[config.mk]
export PLATFORM = sky130hd
export DESIGN_NAME = mem_dump_reader
export DESIGN_NICKNAME = d
export VERILOG_FILES = /design/src/rtl/mem_dump_reader.sv
export SDC_FILE = /design/constraint.sdc
export NUM_CORES = 1
export LEC_CHECK = 0
export ABC_AREA = 1
export CORE_MARGIN = 2
export CORE_UTILIZATION = 48
export DETAILED_ROUTE_END_ITERATION = 10
export GPL_TIMING_DRIVEN = 0
export PLACE_DENSITY = 0.95
export SYNTH_ARGS = -nofsm -noshare
export SYNTH_HDL_FRONTEND = slang
export SYNTH_SLANG_ARGS = --single-unit
[constraint.sdc]
create_clock -name clk -period 3 [get_ports clk]
set_input_delay 0.6 -clock clk [delete_from_list [all_inputs] [get_ports clk]]
set_output_delay 0.6 -clock clk [all_outputs]
set_load 0.05 [all_outputs]
[src/rtl/mem_dump_reader.sv]
// mem_dump_reader: streams a contiguous range of data-memory words out on a
// valid/ready handshake. Each word takes READ (strobe), WAIT (capture) and
// HOLD (present until accepted). Addresses wrap modulo 2^ADDR_W.
// Optional feature macro: MEM_DUMP_CHECKSUM_EN builds a running 32-bit
// wrap-around sum of every accepted word; without it checksum is tied to 0.
module mem_dump_reader #(
  parameter int ADDR_W = 10,
  parameter int DATA_W = 32
) (
  input  logic              clk,
  input  logic              rst,
  input  logic              start,
  input  logic [ADDR_W-1:0] base_addr,
  input  logic [ADDR_W:0]   count,
  output logic              mem_rd_en,
  output logic [ADDR_W-1:0] mem_addr,
  input  logic [DATA_W-1:0] mem_rd_data,
  output logic [DATA_W-1:0] out_data,
  output logic              out_valid,
  input  logic              out_ready,
  output logic              out_last,
  output logic              busy,
  output logic              done,
  output logic [DATA_W-1:0] checksum
);

  typedef enum logic [2:0] {
    S_IDLE = 3'd0,
    S_READ = 3'd1,
    S_WAIT = 3'd2,
    S_HOLD = 3'd3,
    S_DONE = 3'd4
  } state_t;

  state_t            r_state;
  logic [ADDR_W-1:0] r_addr;
  logic [ADDR_W:0]   r_remaining;
  logic              r_rd_en;
  logic [DATA_W-1:0] r_out_data;
  logic              r_out_valid;
  logic              r_out_last;
  logic              r_busy;
  logic              r_done;

  // A word is consumed only while presented in HOLD (out_valid is high there only)
  logic w_hs;
  assign w_hs = (r_state == S_HOLD) && out_ready;

  // Word-sequencing FSM; every output is a register updated here
  always_ff @(posedge clk or negedge rst) begin
    if (!rst) begin
      r_state     <= S_IDLE;
      r_addr      <= '0;
      r_remaining <= '0;
      r_rd_en     <= 1'b0;
      r_out_data  <= '0;
      r_out_valid <= 1'b0;
      r_out_last  <= 1'b0;
      r_busy      <= 1'b0;
      r_done      <= 1'b0;
    end else begin
      case (r_state)
        S_IDLE: begin
          if (start) begin
            r_busy <= 1'b1;
            if (count != '0) begin
              r_addr      <= base_addr;
              r_remaining <= count;
              r_rd_en     <= 1'b1;
              r_state     <= S_READ;
            end else begin
              // empty dump: still report completion, no memory traffic
              r_done  <= 1'b1;
              r_state <= S_DONE;
            end
          end
        end
        S_READ: begin
          r_rd_en <= 1'b0;
          r_state <= S_WAIT;
        end
        S_WAIT: begin
          // memory answers one cycle after the strobe
          r_out_data  <= mem_rd_data;
          r_out_last  <= (r_remaining == (ADDR_W+1)'(1));
          r_out_valid <= 1'b1;
          r_state     <= S_HOLD;
        end
        S_HOLD: begin
          if (w_hs) begin
            r_out_valid <= 1'b0;
            r_out_last  <= 1'b0;
            r_remaining <= r_remaining - 1'b1;
            r_addr      <= r_addr + 1'b1;
            if (r_out_last) begin
              r_done  <= 1'b1;
              r_state <= S_DONE;
            end else begin
              r_rd_en <= 1'b1;
              r_state <= S_READ;
            end
          end
        end
        S_DONE: begin
          r_done  <= 1'b0;
          r_busy  <= 1'b0;
          r_state <= S_IDLE;
        end
        default: begin
          r_state     <= S_IDLE;
          r_rd_en     <= 1'b0;
          r_out_valid <= 1'b0;
          r_out_last  <= 1'b0;
          r_busy      <= 1'b0;
          r_done      <= 1'b0;
        end
      endcase
    end
  end

  assign mem_rd_en = r_rd_en;
  assign mem_addr  = r_addr;
  assign out_data  = r_out_data;
  assign out_valid = r_out_valid;
  assign out_last  = r_out_last;
  assign busy      = r_busy;
  assign done      = r_done;

`ifdef MEM_DUMP_CHECKSUM_EN
  logic [DATA_W-1:0] r_checksum;

  // Running sum: cleared on an accepted start, bumped by each accepted word
  always_ff @(posedge clk or negedge rst) begin
    if (!rst) begin
      r_checksum <= '0;
    end else if ((r_state == S_IDLE) && start) begin
      r_checksum <= '0;
    end else if (w_hs) begin
      r_checksum <= r_checksum + r_out_data;
    end
  end

  assign checksum = r_checksum;
`else
  assign checksum = '0;
`endif

endmodule

==> flow_metrics.py <==
metrics = {
    "run_status": {
        "status": "complete, no violations",
    },
    "cells_and_area": {
        "layout.cells.non_filler": 728,
        "area_growth_pct": 42.4,
        "nets": 685,
        "post-route-util": 0.695,
        "layout-drive-gt1-share": 0.141,
        "antennaDiodeCount": 0,
    },
    "sta": {
        "min_period_ps": 2270,
        "setup_slack_ps": 731,
        "grt_setup_unrepaired": "no",
        "drv_slew": 0,
        "fin_crit_sh": 0.756,
        "setup_violations": 0,
        "hold_violations": 0,
        "tightest_slew_ps": 579,
        "fin_hold_ws_ps": 236,
        "fmax_mhz": 441,
        "slew_headroom": 0.613,
        "finalClockSkew_ps": 8.65,
    },
    "clocking": {
        "htreeDepth": 3,
        "post_cts_buffers": 0,
        "cts_resized": 0,
        "postCtsHoldBufs": 0,
        "worstSkewPairLatency_ps": 350,
        "cts_buffer_depth": 2,
        "cts_tree": "built",
        "numClockSinks": 61,
        "numCtsBuffers": 9,
        "path_clk_slew_ps": 70,
        "cts_root_buf": "clkbuf_8",
    },
    "yosys": {
        "synth_seq_cells": 61,
        "ys_seq_area_frac": 0.436,
        "yosysWarnings": 0,
        "synth_area_um2": 3500,
        "syn_area_per_cell_um2": 7.32,
        "synth.distinct_cells": 28,
        "synthCells": 479,
    },
    "setup_path": {
        "r2r_start": "r_state[2]",
        "cp-end-kind": "primary output",
        "r2r_slack_ps": 1420,
        "crit_fanout": 7,
        "cpPeakStageDelay_ps": 850,
        "arrival_ps": 1670,
        "critPathSlowestCell": "clkdlybuf4s50_1",
        "cp-start-kind": "flip-flop",
        "cp.required_ps": 2400,
        "critPathKind": "flip-flop to primary output",
        "cp_num_buf_inv": 1,
        "reg2reg_depth": 9,
        "path_cells": "clkdlybuf4s50_1",
        "crit_family": "buffers and inverters",
        "r2r-end": "r_remaining[0]",
    },
    "floorplanning": {
        "start_util": 0.488,
        "die_w_um": 89.4,
        "coreArea_um2": 7180,
        "rows": 31,
        "die_y_um": 89.4,
        "ios": 136,
        "die_area_um2": 8000,
    },
    "drt": {
        "ant_nets": 0,
        "drt_iter0_markers": 100,
        "wl_per_cell_um": 12.7,
        "vias": 3420,
        "dr.pass1.iters": 5,
        "wirelength_um": 9240,
        "routed_via_density": 4.70,
        "drc_errors": 0,
    },
    "placement": {
        "gp_congestion": 0.895,
        "place_inst": 713,
        "io_buffers": 103,
        "place_hpwl_um": 7070,
        "pre_cts_ws_ps": 754,
    },
    "power": {
        "power_mw": 6.09,
        "p_leak_nw": 2.67,
        "p_per_area_nw_per_um2": 1220,
        "vdd_ir_drop_max_v": 0.000896,
    },
    "global_routing": {
        "grt.total_usage": 0.246,
        "grt_max_degree": 39,
        "grt_pass1_vias": 3408,
        "grt_pass1_wl_um": 15000,
        "grt.overflow.total": 0,
        "grt_antenna_before_repair": 0,
    },
    "run": {
        "cap_violations": 0,
    },
    "worst_hold_path": {
        "hp-class": "input pin to asynchronous set/reset pin",
    },
}
-- flip-flops by register name, indices dropped and copies added, names as in the netlist --
signal and count:
out_last 1, busy 1, out_data 32, out_valid 1
r_remaining 11, done 1, r_state 3, mem_rd_en 1
mem_addr 10
-- per-stage QoR --
stage          TNS [ps]  instance area (µm²)
4_1_cts               0                 4990
6_report              0                 4990
3_3_place_gp     -36900                 4780
2_1_floorplan         0                 3620
3_5_place_dp          0                 4790
5_1_grt               0                 4990
-- worst register-to-register path, stage by stage (launching register included) --
cell	delay, ps
dfrtp_1	430
inv_2	120
nand3_1	140
nand2_1	120
inv_2	50
nor2_4	150
nand2_8	100
inv_6	110
buf_6	160
o21ai_1	80
-- where the power goes --
group / internal (mW) / total (mW) / switching [mW]
clock network: 0.421 / 0.741 / 0.320
registers: 1.22 / 1.53 / 0.311
logic: 1.25 / 3.82 / 2.57
total: 2.89 / 6.09 / 3.20
-- worst max path at each step --
stage / endpoint / start / cells past startpoint
after floorplan: mem_addr[8] / mem_addr[0] / 8
after detailed placement: r_remaining[0] / count[9] / 8
after global routing: mem_addr[2] / mem_addr[2] / 1
after global placement: mem_addr[4] / rst / 1
after CTS: mem_addr[2] / mem_addr[2] / 1
final: mem_addr[2] / mem_addr[2] / 1
-- metal layers --
| metal | track usage | vias up | routed length [µm] | share of wire |
|---|---|---|---|---|
| met5 | 0 | - | 0 | 0 |
| met3 | 0.0923 | 17 | 991 | 0.11 |
| met2 | 0.413 | 149 | 4540 | 0.49 |
| met1 | 0.285 | 1566 | 3570 | 0.39 |
| li1 | - | 1688 | - | - |
| met4 | 0.0950 | 0 | 126 | 0.014 |
-- logic make-up after synthesis --
logic type,after synthesis,share of synthesized area
fa+ha+maj,3,0.0107
other cells,1,0.00107
simple gates,305,0.377
xor+xnor,1,0.00250
compound gates,22,0.0346
buf+inv,86,0.139
flops,61,0.436
-- layout make-up --
class / instances / area, µm²
plain buffers: 46 / 330
multi-input cells: 363 / 1610
clock inverters: 4 / 47.5
repair buffers: 104 / 1050
well taps: 99 / 124
flip-flops and latches: 61 / 1530
fillers: 541 / 2190
clock buffers: 11 / 151
inverters: 40 / 155
-- layout by cell type (no fill, tap or decap) --
cell type / Yosys / layout
a21oi_1: 1 / 1
buf_12: 1 / 2
buf_2: 8 / 9
buf_4: 33 / 33
buf_6: 1 / 1
bufinv_16: 0 / 1
clkbuf_1: 3 / 3
clkbuf_8: 0 / 11
clkdlybuf4s50_1: 0 / 102
clkinv_2: 0 / 2
clkinvlp_4: 0 / 1
conb_1: 1 / 32
dfrtp_1: 61 / 61
ha_1: 3 / 3
inv_1: 37 / 37
inv_2: 2 / 2
inv_6: 1 / 1
nand2_1: 214 / 214
nand2_2: 13 / 13
nand2_4: 7 / 7
nand2_8: 1 / 1
nand3_1: 31 / 31
nand3_2: 1 / 1
nand4_1: 4 / 4
nor2_1: 30 / 30
nor2_4: 2 / 2
o21ai_0: 9 / 9
o21ai_1: 8 / 8
o21ai_2: 1 / 1
o21bai_1: 3 / 3
or2_0: 1 / 1
or2_2: 1 / 1
xor2_1: 1 / 1
-- cell usage after synthesis, drive strengths merged --
cell	count	area [µm²]
o21ai	18	93.8
ha	3	37.5
inv	40	155
clkbuf	3	11.3
nor2	32	135
nand2	235	983
conb	1	3.75
nand4	4	25.0
o21bai	3	22.5
dfrtp	61	1530
or2	2	12.5
a21oi	1	5.00
buf	43	319
xor2	1	8.76
nand3	32	165
Power figures use the tool's default switching activity.
